**config.mk**
```make
export PLATFORM = sky130hd
export DESIGN_NAME = y_channel_arbiter
export DESIGN_NICKNAME = d
export VERILOG_FILES = /design/src/rtl/y_arb_pkg.sv /design/src/rtl/y_parity.sv /design/src/rtl/y_channel_arbiter.sv
export SDC_FILE = /design/constraint.sdc
export NUM_CORES = 1
export LEC_CHECK = 0
export ABC_CLOCK_PERIOD_IN_PS = 9150
export BUFFER_PORTS_ARGS = -buffer_cell sky130_fd_sc_hd__buf_2
export CORE_MARGIN = 10
export CORE_UTILIZATION = 51
export CTS_BUF_LIST = sky130_fd_sc_hd__clkbuf_4 sky130_fd_sc_hd__clkbuf_8 sky130_fd_sc_hd__clkbuf_16
export CTS_CLUSTER_DIAMETER = 40
export CTS_CLUSTER_SIZE = 28
export DETAILED_ROUTE_END_ITERATION = 7
export PLACE_DENSITY_LB_ADDON = 0.15
export SETUP_SLACK_MARGIN = 0.2
export SKIP_CTS_REPAIR_TIMING = 1
export SYNTH_ARGS = -nofsm -noshare
export SYNTH_HDL_FRONTEND = slang
export SYNTH_HIERARCHICAL = 1
export SYNTH_SLANG_ARGS = --single-unit
```
**constraint.sdc**
```tcl
create_clock -name HCLK -period 9.15 [get_ports HCLK]
set_clock_uncertainty 0.15 [all_clocks]
set_input_delay 0.915 -clock HCLK [delete_from_list [all_inputs] [get_ports HCLK]]
set_output_delay 0.915 -clock HCLK [all_outputs]
set_load 0.02 [all_outputs]
```
**src/rtl/y_arb_pkg.sv**
```systemverilog
// Shared types and constants for the two-source parity-checking channel arbiter.
package y_arb_pkg;

  localparam int DATA_W   = 32;
  localparam int ERRW_DEF = 8;

  typedef enum logic [1:0] {
    IDLE  = 2'd0,
    SEND  = 2'd1,
    YDROP = 2'd2,
    RACK  = 2'd3
  } arb_state_t;

  typedef logic src_t;

endpackage

```
**src/rtl/y_parity.sv**
```systemverilog
// Even-parity generator: reduction XOR over one data word.
module y_parity
  import y_arb_pkg::*;
(
  input  logic [DATA_W-1:0] data,
  output logic              parity
);

  assign parity = ^data;

endmodule

```
**src/rtl/y_channel_arbiter.sv**
```systemverilog
// Two-requester round-robin arbiter onto one downstream channel with 4-phase
// handshakes on both sides; parity-bad words are acknowledged upstream and dropped.
//
// state | meaning
// IDLE  | waiting for a request; grants at the next edge
// SEND  | YREQ high, waiting for YACK
// YDROP | downstream accepted, waiting for YACK to fall
// RACK  | ACK[YSRC] high, waiting for REQ[YSRC] to fall
module y_channel_arbiter
  import y_arb_pkg::*;
#(
  parameter int ERRW = ERRW_DEF
) (
  input  logic              HCLK,
  input  logic              HRESET,
  input  logic              REQ0,
  input  logic [DATA_W-1:0] DATA0,
  input  logic              PAR0,
  output logic              ACK0,
  input  logic              REQ1,
  input  logic [DATA_W-1:0] DATA1,
  input  logic              PAR1,
  output logic              ACK1,
  output logic              YREQ,
  output logic [DATA_W-1:0] YDATA,
  output logic              YPARITY,
  input  logic              YACK,
  output logic              YSRC,
  output logic              BUSY,
  output logic [ERRW-1:0]   PERRCNT
);

  arb_state_t        state, state_nxt;
  src_t              prio;
  src_t              win;
  src_t              ysrc_q;
  logic [DATA_W-1:0] mux_data;
  logic              mux_par;
  logic              calc_par;
  logic              par_ok;
  logic              grant;
  logic              req_src;
  logic              release_src;

  // Lone requester wins; on contention the round-robin pointer decides.
  always_comb begin
    win = src_t'(REQ1);
    if (REQ0 && REQ1) win = prio;
  end

  assign mux_data = win ? DATA1 : DATA0;
  assign mux_par  = win ? PAR1 : PAR0;

  y_parity u_parity (
    .data   (mux_data),
    .parity (calc_par)
  );

  assign par_ok  = (mux_par == calc_par);
  assign req_src = ysrc_q ? REQ1 : REQ0;

  always_comb begin
    state_nxt   = state;
    grant       = 1'b0;
    release_src = 1'b0;
    case (state)
      IDLE: begin
        if (REQ0 || REQ1) begin
          grant     = 1'b1;
          state_nxt = par_ok ? SEND : RACK;
        end
      end
      SEND: begin
        if (YACK) state_nxt = YDROP;
      end
      YDROP: begin
        if (!YACK) state_nxt = RACK;
      end
      RACK: begin
        if (!req_src) begin
          release_src = 1'b1;
          state_nxt   = IDLE;
        end
      end
      default: state_nxt = IDLE;
    endcase
  end

  always_ff @(posedge HCLK) begin
    if (HRESET) begin
      state   <= IDLE;
      prio    <= 1'b0;
      ysrc_q  <= 1'b0;
      YDATA   <= '0;
      YPARITY <= 1'b0;
      PERRCNT <= '0;
    end else begin
      state <= state_nxt;
      if (grant) begin
        YDATA   <= mux_data;
        YPARITY <= mux_par;
        ysrc_q  <= win;
        if (!par_ok && (PERRCNT != '1)) PERRCNT <= PERRCNT + 1'b1;
      end
      if (release_src) prio <= ~ysrc_q;
    end
  end

  assign YREQ = (state == SEND);
  assign BUSY = (state != IDLE);
  assign YSRC = ysrc_q;
  assign ACK0 = (state == RACK) && !ysrc_q;
  assign ACK1 = (state == RACK) &&  ysrc_q;

endmodule

```
==> Yosys cells after proc, flatten, opt, wreduce, memory -nomap -nowiden <==
Cells that the tools add are included.
{ "totals": {"register_bits": 45, "in_bits": 71} }
{ "classes": {"n_addsub": 1, "eq_ne": 9, "muxes": 14, "n_bitwise": 1, "n_reduce_logical": 12} }
{ "op_table": {"columns": ["operator", "n"], "rows": [
  ["$mux 32", 1],
  ["$reduce_xor 32->1", 1],
  ["$mux 2", 5],
  ["$add 8x1->8 const B", 1],
  ["$ne 8x8->1 const B", 1],
  ["$pmux 2 s4", 1],
  ["$mux 1", 7],
  ["$ne 2x2->1 const B", 3],
  ["$eq 2x2->1 const B", 2],
  ["$logic_and 1x1->1", 4],
  ["$reduce_and 4->1", 1],
  ["$eq 2x1->1 const B", 1],
  ["$logic_not 1->1", 2],
  ["$logic_not 2->1", 1],
  ["$ne 2x1->1 const B", 1],
  ["$reduce_and 2->1", 1],
  ["$reduce_bool 2->1", 1],
  ["$eq 1x1->1", 1],
  ["$logic_or 1x1->1", 1],
  ["$not 1->1", 1]
]} }

==> Depth between registers and ports, before layout <==
{ "logic_depth": {"depth_word": 8, "mapped_depth": 14, "ltp_nobuf": 13} }

==> By module <==
The synthesis kept the hierarchy.
{ "modules_own_cells": {"columns": ["module", "instances", "cells_per_inst", "area_per_inst_um2", "seq_area_each_um2"], "rows": [
  ["y_channel_arbiter", 1, 270, 2269.7, 900.9],
  ["y_parity", 1, 31, 271.5, 0.0]
]} }

==> Worst setup path after synthesis <==
OpenSTA, ideal clock, no wires.
{ "synth_timing": {"path_type": "input-to-reg", "start": "in REQ1", "end": "reg PERRCNT[5]", "arrival_time_ns": 3.825, "t_required_ns": 8.877, "setup_slack_ns": 5.052, "cell_stages": 14, "cell_sequence": "buf_4 nand2_1 buf_2 mux2_2 xnor2_1 xnor2_1 xnor2_1 xnor2_1 xnor2_1 or2b_1 a22o_1 a21oi_4 nor3b_2 mux2_1"} }
{ "synth_via": {"elab_chain_cells": 8} }
{ "synth_lines": {"columns": ["element", "line", "source"], "rows": [
  ["start: declaration", "y_channel_arbiter.sv:20", "input logic REQ1,"],
  ["$logic_and 1x1->1", "y_channel_arbiter.sv:48", "if (REQ0 && REQ1) win = prio;"],
  ["$mux 1 *", "y_channel_arbiter.sv:48", null],
  ["$mux 32 *", "y_channel_arbiter.sv:51", "assign mux_data = win ? DATA1 : DATA0;"],
  ["via mux_data[26]", "y_channel_arbiter.sv:37", "logic [DATA_W-1:0] mux_data;"],
  ["$reduce_xor 32->1 *", "y_parity.sv:9", "assign parity = ^data;"],
  ["via calc_par", "y_channel_arbiter.sv:39", "logic calc_par;"],
  ["$eq 1x1->1 *", "y_channel_arbiter.sv:59", "assign par_ok = (mux_par == calc_par);"],
  ["$logic_not 1->1 *", "y_channel_arbiter.sv:103", "if (!par_ok && (PERRCNT != '1)) PERRCNT <= PERRCNT + 1'b1;"],
  ["$logic_and 1x1->1 *", "y_channel_arbiter.sv:103", null],
  ["$reduce_and 2->1 (no line) *", null, null],
  ["end signal: assignment", "y_channel_arbiter.sv:103", null],
  ["end: declaration", "y_channel_arbiter.sv:30", "output logic [ERRW-1:0] PERRCNT"]
]} }
The timed path passes the listed nets; every way through them passes the cells marked *.
A chain may end at the register's enable or synchronous reset.

==> Worst setup path after layout <==
{ "layout_timing": {"start": "in REQ0", "end": "reg PERRCNT[5]"} }
{ "layout_via": {"elab_chain_cells": 8} }
{ "layout_lines": {"columns": ["element", "line", "source"], "rows": [
  ["start: declaration", "y_channel_arbiter.sv:16", "input logic REQ0,"],
  ["$logic_and 1x1->1", "y_channel_arbiter.sv:48", null],
  ["$mux 1", "y_channel_arbiter.sv:48", null],
  ["$mux 32", "y_channel_arbiter.sv:51", null],
  ["via mux_data[18]", "y_channel_arbiter.sv:37", null],
  ["$reduce_xor 32->1", "y_parity.sv:9", null],
  ["via calc_par", "y_channel_arbiter.sv:39", null],
  ["$eq 1x1->1", "y_channel_arbiter.sv:59", null],
  ["$logic_not 1->1", "y_channel_arbiter.sv:103", null],
  ["$logic_and 1x1->1", "y_channel_arbiter.sv:103", null],
  ["$reduce_and 2->1 (no line)", null, null]
]} }
The timed path passes the listed nets, and every way through them passes these cells.

==> run_results.csv <==
group,metric,value,unit
synthesis,ys_async_sr_fraction,0,
global_route,grtUsageMet3,0.07149,
global_route,grt_first_pass_wirelength,11140,um
die,die_w,90.59,um
place,hpwl,5238,um
final_layout,seqCellArea,900.9,sq um
final_layout,area_growth,27.67,%
critical_path,crit_path_start,"REQ0",
power_and_ir_drop,seq_power_share,0.294,
status,outcome,"complete, no violations",
power_and_ir_drop,power_frac_clock,0.135,
global_route,grtUsageMet2,0.2746,
global_route,grt_usage,0.1608,
job,maxCapViolCount,0,
worst_hold_path,hp-class,"reg -> reg",
final_layout,layout_common_cells,"116 x buf_2, 69 x nand2_1, 45 x dfxtp_1",
global_route,antenna_found_initial,0,
power_and_ir_drop,fin_total_pwr,0.9000,mW
clock_network,cts.root.buffer_cell,"clkbuf_8",
clock_network,cts_buffers,5,
sta,fmax,229.0,MHz
place,gp_congestion,0.7930,
clock_network,clock_sinks,45,
critical_path,cp_max_fo,34,
die,rows,25,
sta,finalCritPeriodShare,0.4773,
sta,setup_tns,0,ns
synthesis,synthCells,301,
synthesis,synth.mux.area_fraction,0.1679,
power_and_ir_drop,ir_drop,0.0001511,V
synthesis,yosysWarnings,6,
final_layout,layout_commonest_cell,"buf_2",
synthesis,synth_seq_area_share,0.3545,
routing,remaining_drc_errors,0,
final_layout,multi_input_area,1555,sq um
place,dp_cells,471,
clock_network,cts_max_level,2,
critical_path,crit_top_cell,"xnor2_1",
critical_path,critPathRequiredTime,9.17,ns
critical_path,arrival,4.39,ns
sta,max_slew_margin,0.4100,
routing,dr.first_iter.drc_count,97,
synthesis,synthXorXnorAreaFrac,0.1103,
synthesis,syn_area,2541,sq um
global_route,met1_usage,0.1794,
sta,grt_setup_unrepaired,"false",
critical_path,start_kind,"primary input",
power_and_ir_drop,p_switching,0.3858,mW
sta,hold_viol,0,
critical_path,r2r-start,"prio",
die,coreArea,4786,sq um
synthesis,synth-simple-area-share,0.1861,
synthesis,synth_top_family_by_area,"simple AND/OR/NAND/NOR gates",
routing,routed_wl,6848,um
critical_path,slowest_stage,"mux2_2",
clock_network,clk_pin_slew_worst_paths,0.08,ns
synthesis,ys_seq_elements,45,
die,die-area,8207,sq um
sta,report.final.slew_viol_count,0,
critical_path,crit_type,"in -> reg",
final_layout,n_antenna_cell,0,
routing,wl_per_cell,14.30,um
power_and_ir_drop,cell_internal_pwr,0.5141,mW
die,initial_core_util,0.5310,
global_route,grt_start_max_net_pins,51,
critical_path,crit_path_end_kind,"register",
synthesis,synth_ff_type,"dfxtp_1",
routing,dr.pass1.iters,4,
sta,worstMarginPinSlew,0.8850,ns
synthesis,synth-edff-count,0,
routing,vias,2365,
power_and_ir_drop,p_per_area,277.4,nW/um^2
die,ios,117,
global_route,busiest_layer,"met2",
sta,setup_violations,0,
clock_network,cts_tree,"built",
clock_network,clock_path_buffers,2,
critical_path,path_cells,"buf_2 > nand2b_1 > nand2_1 > buf_4 > mux2_2 > xnor2_1 > xnor2_1 > xnor2_1 > xnor2_1 > xnor2_1 > or2b_1 > a22o_1 > a21oi_4 > nor3b_2 > mux2_1",
synthesis,synth_compound_area_frac,0.1167,
final_layout,fin_nets,488,
clock_network,clk_latency,0.29,ns
final_layout,drive_gt1_frac,0.4005,
power_and_ir_drop,swShare,0.4287,
routing,vias_per_cell,4.937,
final_layout,fillers,451,
critical_path,critical-path-max-stage-delay,0.41,ns
sta,finalCriticalPeriod,4.367,ns
worst_hold_path,holdCritStartpoint,"YDATA[14]",
sta,holdWs,0.3028,ns
synthesis,syn_nets,378,
synthesis,syn_area_per_cell,8.442,sq um
final_layout,fin_cells,479,
synthesis,synth_fa_ha_area_frac,0.02954,
global_route,grt_pass1_vias,2406,
routing,drtAntennaViolNets,0,
die,fp.dieH,90.59,um
place,io_buffers,116,
power_and_ir_drop,combPwrFrac,0.571,
global_route,overflow,0,
synthesis,synthDistinctLibCells,36,
power_and_ir_drop,power_leakage,1.507,nW
-- kinds of logic after synthesis --
group,Yosys count
compound gates,51
mux,38
buf+inv,20
xor+xnor,32
fa+ha+maj,6
simple gates,109
flops,45
-- sequential cells by signal, indices dropped and copies added (netlist names) --
register  cells
YDATA        32
PERRCNT       8
state         2
YPARITY       1
YSRC          1
prio          1
-- through the flow --
step / instance area [sq um] / utilization / setup WS (ns)
2_1_floorplan: 2541 / - / 5.052
3_3_place_gp: 3158 / 0.6599 / 4.650
3_5_place_dp: 3158 / 0.6599 / 4.532
4_1_cts: 3244 / 0.6779 / 4.790
5_1_grt: 3244 / 0.6779 / 4.499
6_report: 3244 / 0.6779 / 4.783
-- cells in the mapped netlist, drive strengths merged, types with 2 or more instances --
| cell | number | area [sq um] |
|---|---|---|
| buf | 7 | 40.04 |
| o21ai | 3 | 15.01 |
| xnor2 | 29 | 254.0 |
| nand3 | 3 | 15.01 |
| nand4 | 3 | 18.77 |
| mux2 | 37 | 416.7 |
| nand2 | 69 | 259.0 |
| inv | 4 | 15.01 |
| dfxtp | 45 | 900.9 |
| ha | 6 | 75.07 |
| nand2b | 4 | 25.02 |
| nor2 | 17 | 63.81 |
| xor2 | 3 | 26.28 |
| a21oi | 39 | 206.5 |
| a211oi | 2 | 15.01 |
| nor2b | 7 | 43.79 |
| clkbuf | 9 | 33.78 |
-- layer usage --
layer  wire length, um  up-vias
met3               607        7
met2              3289       80
li1                  -     1219
met5                 0        -
met4                76        0
met1              2874     1059
-- layout make-up --
class,instances,share of cell area
Tap cell,67,0.02584
Clock buffer,6,0.02352
Multi-Input combinational cell,236,0.4794
Sequential cell,45,0.2777
Timing Repair Buffer,119,0.1859
Clock inverter,2,0.003085
Inverter,4,0.004628
-- worst max-delay path, delay by kind of cell --
| kind | cells | cell delay (ns) |
|---|---|---|
| AND/OR/NAND/NOR | 4 | 0.67 |
| AO/OA/AOI/OAI | 2 | 0.51 |
| buffers and inverters | 2 | 0.49 |
| XOR/XNOR | 5 | 1.01 |
| multiplexers | 2 | 0.76 |
-- power groups by stage --
stage	clock network (mW)	registers, mW	logic (mW)
after floorplan	0	0.314	0.346
after global placement	0	0.267	0.507
after detailed placement	0	0.270	0.515
after CTS	0.125	0.265	0.519
after global routing	0.131	0.271	0.572
final	0.122	0.265	0.514
-- worst paths after layout --
kind / endpoint / slack (ns) / depth (start not counted)
setup / recovery: PERRCNT[5] / 4.78 / 15
hold / removal: YDATA[14] / 0.30 / 2
setup reg to reg: PERRCNT[5] / 5.13 / 14
hold reg to reg: YDATA[14] / 0.30 / 2
No activity file was read; power rests on OpenSTA's default activity.
